===== src/rtl/multicycle_controller_pkg.sv =====
// Shared encodings for the multi-cycle RV32I controller: states, opcodes,
// ALU operations, immediate types and datapath mux selects.
package multicycle_controller_pkg;

    typedef enum logic [3:0] {
        S_FETCH     = 4'd0,
        S_DECODE    = 4'd1,
        S_MEMADR    = 4'd2,
        S_MEMRD     = 4'd3,
        S_MEMWB     = 4'd4,
        S_MEMWR     = 4'd5,
        S_EXEC_R    = 4'd6,
        S_EXEC_I    = 4'd7,
        S_ALUWB     = 4'd8,
        S_BRANCH    = 4'd9,
        S_JAL       = 4'd10,
        S_JALR      = 4'd11,
        S_EXEC_LINK = 4'd12,
        S_UPPER     = 4'd13,
        S_TRAP      = 4'd14
    } state_t;

    localparam logic [6:0] OP_LOAD   = 7'b0000011;
    localparam logic [6:0] OP_STORE  = 7'b0100011;
    localparam logic [6:0] OP_R      = 7'b0110011;
    localparam logic [6:0] OP_I      = 7'b0010011;
    localparam logic [6:0] OP_BRANCH = 7'b1100011;
    localparam logic [6:0] OP_JAL    = 7'b1101111;
    localparam logic [6:0] OP_JALR   = 7'b1100111;
    localparam logic [6:0] OP_LUI    = 7'b0110111;
    localparam logic [6:0] OP_AUIPC  = 7'b0010111;

    localparam logic [3:0] ALU_ADD   = 4'd0;
    localparam logic [3:0] ALU_SUB   = 4'd1;
    localparam logic [3:0] ALU_AND   = 4'd2;
    localparam logic [3:0] ALU_OR    = 4'd3;
    localparam logic [3:0] ALU_XOR   = 4'd4;
    localparam logic [3:0] ALU_SLT   = 4'd5;
    localparam logic [3:0] ALU_SLTU  = 4'd6;
    localparam logic [3:0] ALU_SLL   = 4'd7;
    localparam logic [3:0] ALU_SRL   = 4'd8;
    localparam logic [3:0] ALU_SRA   = 4'd9;
    localparam logic [3:0] ALU_PASSB = 4'd10;

    localparam logic [1:0] ALUOP_ADD   = 2'd0;
    localparam logic [1:0] ALUOP_SUB   = 2'd1;
    localparam logic [1:0] ALUOP_FUNCT = 2'd2;
    localparam logic [1:0] ALUOP_PASSB = 2'd3;

    localparam logic [2:0] EXT_I = 3'd0;
    localparam logic [2:0] EXT_S = 3'd1;
    localparam logic [2:0] EXT_B = 3'd2;
    localparam logic [2:0] EXT_U = 3'd3;
    localparam logic [2:0] EXT_J = 3'd4;

    localparam logic [1:0] SRCA_PC    = 2'd0;
    localparam logic [1:0] SRCA_OLDPC = 2'd1;
    localparam logic [1:0] SRCA_RS1   = 2'd2;
    localparam logic [1:0] SRCB_RS2   = 2'd0;
    localparam logic [1:0] SRCB_IMM   = 2'd1;
    localparam logic [1:0] SRCB_FOUR  = 2'd2;
    localparam logic [1:0] RES_ALUOUT = 2'd0;
    localparam logic [1:0] RES_MEM    = 2'd1;
    localparam logic [1:0] RES_ALU    = 2'd2;

    // Immediate format is a pure function of the opcode.
    function automatic logic [2:0] ext_of(logic [6:0] op);
        case (op)
            OP_STORE:           return EXT_S;
            OP_BRANCH:          return EXT_B;
            OP_LUI, OP_AUIPC:   return EXT_U;
            OP_JAL:             return EXT_J;
            default:            return EXT_I;
        endcase
    endfunction

endpackage


===== src/rtl/multicycle_controller_alu_decoder.sv =====
// ALU operation decode from alu_op class and funct fields; combinational.
module mc_alu_decoder
    import multicycle_controller_pkg::*;
#(
    parameter int ALU_CTRL_W = 4
) (
    input  logic [1:0]            alu_op,
    input  logic [2:0]            funct3,
    input  logic [6:0]            funct7,
    input  logic                  op_5,
    output logic [ALU_CTRL_W-1:0] alu_control
);

    logic [3:0] ctrl;
    logic       unused_funct7;

    assign unused_funct7 = ^{funct7[6], funct7[4:0]};

    always_comb begin
        ctrl = ALU_ADD;
        case (alu_op)
            ALUOP_SUB:   ctrl = ALU_SUB;
            ALUOP_PASSB: ctrl = ALU_PASSB;
            ALUOP_FUNCT: begin
                case (funct3)
                    // op[5] separates R from I: addi never subtracts
                    3'b000:  ctrl = (op_5 && funct7[5]) ? ALU_SUB : ALU_ADD;
                    3'b001:  ctrl = ALU_SLL;
                    3'b010:  ctrl = ALU_SLT;
                    3'b011:  ctrl = ALU_SLTU;
                    3'b100:  ctrl = ALU_XOR;
                    3'b101:  ctrl = funct7[5] ? ALU_SRA : ALU_SRL;
                    3'b110:  ctrl = ALU_OR;
                    default: ctrl = ALU_AND;
                endcase
            end
            default:     ctrl = ALU_ADD;
        endcase
    end

    assign alu_control = ALU_CTRL_W'(ctrl);

endmodule


===== src/rtl/multicycle_controller.sv =====
// Multi-cycle RV32I control FSM: sequences fetch/decode/execute/memory/writeback
// and drives datapath selects and write enables from the registered state.
module multicycle_controller
    import multicycle_controller_pkg::*;
#(
    parameter int ALU_CTRL_W = 4,
    parameter int EXT_W      = 3,
    parameter bit MEM_HS     = 1'b1,
    parameter bit TRAP_HALT  = 1'b1
) (
    input  logic                  clk,
    input  logic                  rst,
    input  logic [6:0]            op,
    input  logic [2:0]            funct3,
    input  logic [6:0]            funct7,
    input  logic                  zero,
    input  logic                  lt,
    input  logic                  ltu,
    input  logic                  mem_ready,
    output logic                  mem_req,
    output logic                  sel_addr,
    output logic                  ir_we,
    output logic                  pc_we,
    output logic                  rf_we,
    output logic                  dmem_we,
    output logic [1:0]            sel_alu_src_a,
    output logic [1:0]            sel_alu_src_b,
    output logic [1:0]            sel_result,
    output logic [EXT_W-1:0]      sel_ext,
    output logic [ALU_CTRL_W-1:0] alu_control,
    output logic                  illegal_instr,
    output logic [3:0]            state_dbg
);

    state_t     state, state_nx;
    logic [1:0] alu_op;
    logic       ready, br_legal, br_taken;

    assign ready = MEM_HS ? mem_ready : 1'b1;

    always_comb begin
        br_legal = 1'b1;
        br_taken = 1'b0;
        case (funct3)
            3'b000:  br_taken = zero;
            3'b001:  br_taken = !zero;
            3'b100:  br_taken = lt;
            3'b101:  br_taken = !lt;
            3'b110:  br_taken = ltu;
            3'b111:  br_taken = !ltu;
            default: br_legal = 1'b0;
        endcase
    end

    always_ff @(posedge clk) begin
        if (rst) state <= S_FETCH;
        else     state <= state_nx;
    end

    always_comb begin
        state_nx      = state;
        mem_req       = 1'b0;
        sel_addr      = 1'b0;
        ir_we         = 1'b0;
        pc_we         = 1'b0;
        rf_we         = 1'b0;
        dmem_we       = 1'b0;
        sel_alu_src_a = SRCA_PC;
        sel_alu_src_b = SRCB_RS2;
        sel_result    = RES_ALUOUT;
        alu_op        = ALUOP_ADD;
        illegal_instr = 1'b0;
        case (state)
            S_FETCH: begin
                mem_req       = 1'b1;
                sel_alu_src_b = SRCB_FOUR;
                sel_result    = RES_ALU;
                if (ready) begin
                    ir_we    = 1'b1;
                    pc_we    = 1'b1;
                    state_nx = S_DECODE;
                end
            end
            S_DECODE: begin
                // Speculative branch/jump target lands in ALUOut.
                sel_alu_src_a = SRCA_OLDPC;
                sel_alu_src_b = SRCB_IMM;
                case (op)
                    OP_LOAD, OP_STORE: state_nx = S_MEMADR;
                    OP_R:              state_nx = S_EXEC_R;
                    OP_I:              state_nx = S_EXEC_I;
                    OP_BRANCH:         state_nx = S_BRANCH;
                    OP_JAL:            state_nx = S_JAL;
                    OP_JALR:           state_nx = S_JALR;
                    OP_LUI, OP_AUIPC:  state_nx = S_UPPER;
                    default:           state_nx = S_TRAP;
                endcase
            end
            S_MEMADR: begin
                sel_alu_src_a = SRCA_RS1;
                sel_alu_src_b = SRCB_IMM;
                state_nx      = (op == OP_STORE) ? S_MEMWR : S_MEMRD;
            end
            S_MEMRD: begin
                mem_req  = 1'b1;
                sel_addr = 1'b1;
                if (ready) state_nx = S_MEMWB;
            end
            S_MEMWB: begin
                sel_result = RES_MEM;
                rf_we      = 1'b1;
                state_nx   = S_FETCH;
            end
            S_MEMWR: begin
                mem_req  = 1'b1;
                sel_addr = 1'b1;
                dmem_we  = 1'b1;
                if (ready) state_nx = S_FETCH;
            end
            S_EXEC_R, S_EXEC_I: begin
                sel_alu_src_a = SRCA_RS1;
                sel_alu_src_b = (state == S_EXEC_I) ? SRCB_IMM : SRCB_RS2;
                alu_op        = ALUOP_FUNCT;
                state_nx      = S_ALUWB;
            end
            S_ALUWB: begin
                rf_we    = 1'b1;
                state_nx = S_FETCH;
            end
            S_BRANCH: begin
                sel_alu_src_a = SRCA_RS1;
                alu_op        = ALUOP_SUB;
                pc_we         = br_legal && br_taken;
                state_nx      = br_legal ? S_FETCH : S_TRAP;
            end
            S_JAL: begin
                // PC takes last cycle's ALUOut while the ALU forms the link.
                sel_alu_src_a = SRCA_OLDPC;
                sel_alu_src_b = SRCB_FOUR;
                pc_we         = 1'b1;
                state_nx      = S_ALUWB;
            end
            S_JALR: begin
                sel_alu_src_a = SRCA_RS1;
                sel_alu_src_b = SRCB_IMM;
                sel_result    = RES_ALU;
                pc_we         = 1'b1;
                state_nx      = S_EXEC_LINK;
            end
            S_EXEC_LINK: begin
                sel_alu_src_a = SRCA_OLDPC;
                sel_alu_src_b = SRCB_FOUR;
                state_nx      = S_ALUWB;
            end
            S_UPPER: begin
                sel_alu_src_a = SRCA_OLDPC;
                sel_alu_src_b = SRCB_IMM;
                alu_op        = (op == OP_LUI) ? ALUOP_PASSB : ALUOP_ADD;
                state_nx      = S_ALUWB;
            end
            S_TRAP: begin
                illegal_instr = 1'b1;
                state_nx      = TRAP_HALT ? S_TRAP : S_FETCH;
            end
            default: state_nx = S_FETCH;
        endcase
        // Reset quiets the datapath in the same cycle it is asserted.
        if (rst) begin
            mem_req       = 1'b0;
            sel_addr      = 1'b0;
            ir_we         = 1'b0;
            pc_we         = 1'b0;
            rf_we         = 1'b0;
            dmem_we       = 1'b0;
            sel_alu_src_a = SRCA_PC;
            sel_alu_src_b = SRCB_RS2;
            sel_result    = RES_ALUOUT;
            alu_op        = ALUOP_ADD;
            illegal_instr = 1'b0;
        end
    end

    mc_alu_decoder #(.ALU_CTRL_W(ALU_CTRL_W)) u_alu_dec (
        .alu_op      (alu_op),
        .funct3      (funct3),
        .funct7      (funct7),
        .op_5        (op[5]),
        .alu_control (alu_control)
    );

    assign sel_ext   = rst ? '0 : EXT_W'(ext_of(op));
    assign state_dbg = state;

endmodule


===== config.mk =====
export PLATFORM = sky130hd
export DESIGN_NAME = multicycle_controller
export DESIGN_NICKNAME = d
export VERILOG_FILES = /design/src/rtl/multicycle_controller_pkg.sv /design/src/rtl/multicycle_controller_alu_decoder.sv /design/src/rtl/multicycle_controller.sv
export SDC_FILE = /design/constraint.sdc
export NUM_CORES = 1
export LEC_CHECK = 0
export ABC_AREA = 1
export CAP_MARGIN = 20
export CORE_UTILIZATION = 37
export DETAILED_ROUTE_END_ITERATION = 10
export GPL_TIMING_DRIVEN = 0
export PLACE_DENSITY = 0.86
export SYNTH_ARGS = -nofsm -noshare
export SYNTH_HDL_FRONTEND = slang
export SYNTH_SLANG_ARGS = --single-unit

===== constraint.sdc =====
create_clock -name clk -period 1.5 [get_ports clk]
set_input_delay 0.3 -clock clk [delete_from_list [all_inputs] [get_ports clk]]
set_output_delay 0.3 -clock clk [all_outputs]
set_load 0.1 [all_outputs]

==> results.sh, run 1 <==
export IMPL_clockRootBuffer="clkbuf_4"
export IMPL_port_buffers=40
export IMPL_place_hpwl_um=2520
export IMPL_yosys_warnings=0
export IMPL_synthMuxAreaShare=0
export IMPL_post_place_ws_ns=-1.85
export IMPL_syn_instance_count=161
export IMPL_num_rows=16
export IMPL_hold_buffers=0
export IMPL_synth_area_leaders="nand2_1, inv_1, nor2_1"
export IMPL_die_w_um=48.1
export IMPL_ys_types=25
export IMPL_synth_edf_count=0
export IMPL_ys_seq_area_frac=0.102
export IMPL_placed_cells=228
export IMPL_syn_nets=184
export IMPL_gp_congestion=0.886
export IMPL_die_h_um=48.1
export IMPL_clockBufferDepth=2
export IMPL_status="aborted with a tool error"
export IMPL_synthAdderAreaFrac=0
export IMPL_cts_sinks=4
export IMPL_postSynthAreaPerCell_sq_um=4.88
export IMPL_synth_top_family_by_area="simple AND/OR/NAND/NOR gates"
export IMPL_pin_count=47
export IMPL_cts_htree_levels=1
export IMPL_synth_flop_cell="dfxtp_1"
export IMPL_lastStage="clock tree synthesis"
export IMPL_post_cts_resized=276
export IMPL_yosys_area_share_simple=0.465
export IMPL_cts_made_buffers=3
export IMPL_post_synth_top_area_cell="nand2_1"
export IMPL_synth_top_cell_area_share=0.196
export IMPL_synth_compound_area_frac=0.236
export IMPL_netlist_area_sq_um=786
export IMPL_error="[ERROR DPL-0038] Utilization greater than 100%, impossible to legalize"
export IMPL_async_flop_share=0
export IMPL_postCtsSetupBuffers=19
export IMPL_place_area_sq_mm=0.00156
export IMPL_initial_utilization=0.396
export IMPL_synth_seq_cells=4
export IMPL_yosys_area_share_xor_xnor=0.0111
synthesized netlist by cell type, drive strengths merged (2+ instances only):
library cell and number:
nand2 43, inv 38, nor2 29, o21ai 11
a21oi 9, nand3 9, dfxtp 4, nor3 4
a31oi 2, nand4 2
metrics by stage:
step	hold WS (ns)	setup TNS [ns]
after floorplan	0.484	-6.21
after global placement	0.563	-31.49
after detailed placement	0.553	-31.99
kinds of logic after synthesis:
kind of cell           count (synthesis)
flip-flops                             4
AND/OR/NAND/NOR                       87
XOR/XNOR                               1
AO/OA/AOI/OAI                         30
buffers and inverters                 39
==> inputs of run 2 (changes only) <==
CORE_AREA = 2 2 63 65   (was default)
CORE_UTILIZATION = default   (was 37)
DIE_AREA = 0 0 65 67   (was default)
PLACE_DENSITY = default   (was 0.86)
PLACE_DENSITY_LB_ADDON = 0.15   (was default)
==> results.sh, run 2 <==
export IMPL_post_synth_top_area_cell="nand2_1"
export IMPL_num_rows=22
export IMPL_cp_arrival_ns=1.66
export IMPL_cpMostUsedCell="buf_4"
export IMPL_powerDensity_mw_per_mm2=1690
export IMPL_syn_nets=184
export IMPL_first_pass_iters=5
export IMPL_ir_drop_mv=1.51
export IMPL_syn_instance_count=161
export IMPL_holdCritPathClass="input port to register"
export IMPL_path_buf_inv=6
export IMPL_yosys_warnings=0
export IMPL_stdcell_count=285
export IMPL_core_sq_mm=0.00361
export IMPL_cts_sinks=4
export IMPL_yosysMostFrequentCell="nand2_1"
export IMPL_leakage_nw=0.989
export IMPL_fin_nets=262
export IMPL_areaGrowthSynthToFinish_pct=187
export IMPL_post_place_ws_ns=-1.89
export IMPL_total_power_w=0.00381
export IMPL_grt_max_degree=11
export IMPL_whs_ns=0.597
export IMPL_cp_max_fo=3
export IMPL_slowest_stage="dfxtp_4"
export IMPL_post_route_min_period_ns=1.96
export IMPL_hp_start="rst"
export IMPL_max_slew_margin_rel=0.363
export IMPL_drc=0
export IMPL_worst_slack_ns=-0.457
export IMPL_placed_cells=249
export IMPL_clockBufferDepth=2
export IMPL_die_area_sq_mm=0.00436
export IMPL_clock_skew_ns=0.000938
export IMPL_synth_common_cells="nand2_1, inv_1, nor2_1, a21oi_1, o21ai_0"
export IMPL_critPathTopFamily="buffers and inverters"
export IMPL_rsz0062_at_grt="yes"
export IMPL_antenna_found_initial=0
export IMPL_drt_wl_total_um=3790
export IMPL_fin_area_sq_mm=0.00226
export IMPL_synth_flop_cell="dfxtp_1"
export IMPL_die_w_um=65
export IMPL_r2r_slack_ns=0.02
export IMPL_cts_htree_levels=1
export IMPL_place_area_sq_mm=0.00158
export IMPL_worst_skew_pair_late_latency_ns=0.21
export IMPL_grt_overflow=0
export IMPL_synth_seq_cells=4
export IMPL_layout_common_cells="buf_4, nand2_1, buf_12"
export IMPL_cp_required_ns=1.20
export IMPL_critPathKind="register to output pin"
export IMPL_netlist_area_sq_um=786
export IMPL_initial_utilization=0.218
export IMPL_cts_tree="built"
export IMPL_place_hpwl_um=2420
export IMPL_clock_fmax_mhz=511
export IMPL_setup_worst_path_start="state_dbg[1]"
export IMPL_crit_cells=10
export IMPL_crit_end="alu_control[0]"
export IMPL_setup_viol=19
export IMPL_viasPerCell=4.73
export IMPL_num_vias=1348
export IMPL_pin_count=47
export IMPL_grt_use_total=0.174
export IMPL_routedWlPerCell_um=13.3
export IMPL_layout_drive_gt1_share=0.692
export IMPL_cts_made_buffers=3
export IMPL_hold_buffers=0
export IMPL_first_iter_violations=24
export IMPL_ff2ff_path_depth=10
export IMPL_status="complete, but fails checks"
export IMPL_largest_reg_flops=4
export IMPL_synth_edf_count=0
export IMPL_synth_area_leaders="nand2_1, inv_1, nor2_1"
export IMPL_finalHoldViolations=0
export IMPL_clockRootBuffer="clkbuf_8"
export IMPL_cp_end_kind="output pin"
export IMPL_ys_types=25
export IMPL_path_clk_slew_ns=0.03
export IMPL_startpoint_type="register"
export IMPL_ys_seq_area_frac=0.102
export IMPL_async_flop_share=0
export IMPL_maxCapViolCount=0
export IMPL_synth_top_cell_area_share=0.196
export IMPL_worst_r2r_endpoint="state_dbg[1]"
export IMPL_n_antenna_cell=0
export IMPL_fin_crit_sh=1.30
export IMPL_crit_chain="inv_6 > nand2_8 > clkinv_4 > nand4_1 > buf_4 > o21ai_4 > buf_4 > buf_4 > o22ai_4 > buf_12"
export IMPL_violations="setup timing"
export IMPL_die_h_um=67
export IMPL_timing_rr_start="state_dbg[0]"
export IMPL_tightest_slew_ns=0.959
export IMPL_ant_nets=0
export IMPL_cp_slowest_stage_delay_ns=0.36
export IMPL_postSynthAreaPerCell_sq_um=4.88
export IMPL_grt_pass1_vias=1321
export IMPL_mostFrequentLayoutCell="buf_4"
export IMPL_drv_slew=0
export IMPL_gp_congestion=0.900
export IMPL_port_buffers=40
export IMPL_grt_first_pass_wirelength_um=5910
-- run 2: cell counts after synthesis --
Identical to the previous run, type by type.
-- run 2: kinds of logic (layout without fill, tap and decap cells) --
group,after synthesis,after routing,share of synthesized area
and+or+nand+nor,87,87,0.465
buffers and inverters,39,115,0.186
AOI/OAI and AO/OA,30,30,0.236
DFF,4,4,0.102
xor gates and xnor gates,1,1,0.0111
-- run 2: final cells by class --
cell class | count | area (sq um)
flip-flops and latches | 4 | 95.1
repair buffers | 72 | 847
multi-input cells | 118 | 1010
inverters | 38 | 184
fillers | 306 | 1350
repair inverters | 1 | 7.51
plain buffers | 1 | 13.8
clock buffers | 3 | 41.3
well taps | 48 | 60.1
-- run 2: layer usage --
layer	track usage	wire [um]
met2	0.341	2100
met5	0	0
met3	0.0169	128
met4	0.0399	9
met1	0.199	1550
-- run 2: power breakdown --
group          internal, W  leakage (nW)  switching [W]  total, W
Sequential        0.000175        0.0356      0.0000945  0.000270
Combinational      0.00120         0.932        0.00212   0.00332
Clock             0.000170        0.0216      0.0000475  0.000218
-- run 2: worst reg2reg max path, delay by kind of cell, from the launching register on --
kind / cells / cell delay (ns)
AOI/OAI and AO/OA: 2 / 0.23
buffers and inverters: 4 / 0.42
DFF: 1 / 0.39
and+or+nand+nor: 4 / 0.31
-- run 2: per-stage QoR --
stage / utilization / TNS (ns)
global placement: 0.439 / -31.98
finish: 0.626 / -5.68
global route: 0.626 / -7.27
CTS: 0.570 / -5.51
detailed placement: 0.439 / -32.25
floorplan: - / -6.21
-- run 2: how the worst min path moves through the flow --
stage,end,depth (start not counted)
2_1_floorplan,state_dbg[2],3
3_3_place_gp,state_dbg[0],2
3_5_place_dp,state_dbg[0],2
4_1_cts,state_dbg[3],4
5_1_grt,state_dbg[3],4
6_report,state_dbg[3],4
-- run 2: repair_timing --
item / CTS / global route
endpoints found under the hold margin: 0 / 0
endpoints found under the setup margin: 27 / 22
setup buffers: 21 / 13
gates cloned: 1 / 0
resized for setup: 272 / 32
pin swaps: 21 / 15
No activity file was read; power rests on OpenSTA's default activity.
==> variant, RTL diff (settings of run 2) <==
The parameter `EXT_W` goes from 3 to 6.
--- a/src/rtl/multicycle_controller.sv
+++ b/src/rtl/multicycle_controller.sv
@@ -4,7 +4,7 @@
     import multicycle_controller_pkg::*;
 #(
     parameter int ALU_CTRL_W = 4,
-    parameter int EXT_W      = 3,
+    parameter int EXT_W      = 6,
     parameter bit MEM_HS     = 1'b1,
     parameter bit TRAP_HALT  = 1'b1
 ) (
Interface: changed (resized sel_ext); port bits go from 47 to 50. No check against the original RTL was run, so the function may have changed too.
==> variant against run 2 <==
The run still ends with negative setup slack left; sequential share of layout area increased by 0.093 points; wire length decreased by 7.0%; total power decreased by 3.7%; worst hold slack got worse by 0.030 ns; worst setup slack improved by 0.032 ns; area after synthesis increased by 3.3%; cell area decreased by 2.2%; sequential cell count unchanged.
==> variant: results (changes against run 2) <==
- Status: finished with violations
- Failing checks: negative setup slack
- Post-synthesis sequential area ratio: 9.86% (-0.33 points)
- Critical Path Slowest Stage Cell: dfxtp_4
- VDD IR max: 1340 uV (-11%)
- Post-synthesis mux area share: 0% (unchanged)
- Max reg flops: 4 (unchanged)
- WHS: 0.567 ns (-0.0300 ns)
- DR WL/cell: 12.4 um (-7.0%)
- RR Startpoint: state_dbg[2]
- Mean Syn Cell Area: 4.92 um2 (+0.84%)
- Detailed Routing Iterations Pass 1: 4 (-1)
- Hold Fails Final Rpt: 0 (unchanged)
- Yosys cell types: 27 (+8.0%)
- Via density: 4.61 (-2.5%)
- WP data arrival: 1.63 ns (-0.03 ns)
- Synth Warn #: 0 (unchanged)
- CTS HTree Levels: 1 (unchanged)
- Final worst clock skew: 0.000503 ns (-0.000435 ns)
- Static leakage: 0.956 nW (-3.4%)
- Placed wire-length estimate: 2.46 mm (+1.4%)
- Adder-cell share of the synthesized area: 0% (unchanged)
- Drt total wl: 3.52 mm (-7.0%)
- Setup TNS: -4.57 ns (+1.11 ns)
- Cell Area, Placed: 0.00162 mm2 (+2.1%)
- Total GRT Usage: 16.2% (-1.2 points)
- Slowest cell delay on critical path: 0.36 ns (about the same)
- CTS clock-pin slew for the worst setup and hold paths: 0.03 ns (about the same)
- Delay-heaviest family, CP: buffers and inverters
- Hold crit path type: in2reg
- CTS buffer count: 3 (unchanged)
- Final WS setup: -0.425 ns (+0.0319 ns)
- Most instantiated cells after synthesis: nand2_1 (41), inv_1 (38), nor2_1 (26), a21oi_1 (9), o21ai_0 (9)
- Cells after DPL: 255 (+2.4%)
- Clk buf depth: 2 (unchanged)
- Layout cells sized above 1: 67.9% (-1.3 points)
- Area contributors post-synth: nand2_1 (19%), inv_1 (18%), nor2_1 (12%)
- XOR/XNOR share of the synthesized area: 1.08% (-0.036 points)
- Pre-CTS setup slack: -1.86 ns (+0.0270 ns)
- R2R depth: 9 (-1)
- R2R Path End: state_dbg[3]
- CP max FO: 4 (+1)
- DRT iter0 DRCs: 27 (+13%)
- Initial antenna violation count: 0 (unchanged)
- Fraction of registers with async set or reset after synthesis: 0% (unchanged)
- Relative slew slack: 63.7% (+27 points)
- Largest net degree at the start of global routing: 11 (unchanged)
- Gpl congestion: 0.895 (-0.50%)
- Reg2Reg Setup Slack: 0.08 ns (+0.06 ns)
- Filler cells: 325 (+6.2%)
- Area of the multi-input gates: 998 um2 (-0.99%)
- First-pass GRT wire length: 5.60 mm (-5.4%)
- Finish-stage setup viols: 15 (-4)
- Synth Area in Compound Gates: 22.8% (-0.76 points)
- Vias in the first global route: 1262 (-4.5%)
-- variant: area by class of cell --
cell class / instances / share of cell area, %
clock buffers: 3 / 1.87
multi-input cells: 121 / 45.2
repair inverters: 1 / 0.340
repair buffers: 66 / 35.8
inverters: 38 / 8.10
plain buffers: 4 / 1.64
well taps: 48 / 2.72
flip-flops and latches: 4 / 4.31
-- variant: power breakdown --
part           switching [mW]  internal (mW)  total [mW]
clock network          0.0531          0.171       0.224
registers               0.101          0.175       0.276
logic                    2.07           1.10        3.17
total                    2.22           1.45        3.67
-- variant: per-layer routing --
metal  wire [um]  vias to the layer above  GRT usage, %
met5           0                        -             0
met4          56                        0          5.59
met3         150                        6          1.86
met2        1920                       37          30.8
met1        1400                      608          18.5
li1            -                      663             -
-- variant: timing repair --
item | in CTS | in global routing
cloned | 1 | 0
setup endpoints to repair | 27 | 22
setup buffers | 14 | 12
pin swaps | 18 | 10
hold buffers | 0 | 0
resized for setup | 260 | 41
-- variant: kinds of logic (layout without fill, tap and decap cells) --
family / count (synthesis) / in the layout
DFF: 4 / 4
other: 1 / 3
and+or+nand+nor: 87 / 87
buffers and inverters: 42 / 112
xor gates and xnor gates: 1 / 1
AOI/OAI and AO/OA: 30 / 30
-- variant: worst max-delay path by stage --
stage / from / to / slack, ns / cells past startpoint
floorplan: state_dbg[1] / alu_control[2] / -0.78 / 8
global placement: op[5] / alu_control[1] / -1.84 / 10
detailed placement: op[5] / alu_control[1] / -1.86 / 10
CTS: state_dbg[1] / alu_control[1] / -0.44 / 10
global route: state_dbg[2] / alu_control[0] / -0.50 / 8
finish: state_dbg[1] / alu_control[0] / -0.43 / 9
-- variant: worst min-delay path, cell delays in order --
cell,delay [ns]
buf_2,0.19
clkinvlp_4,0.14
nand2_1,0.06
inv_1,0.05
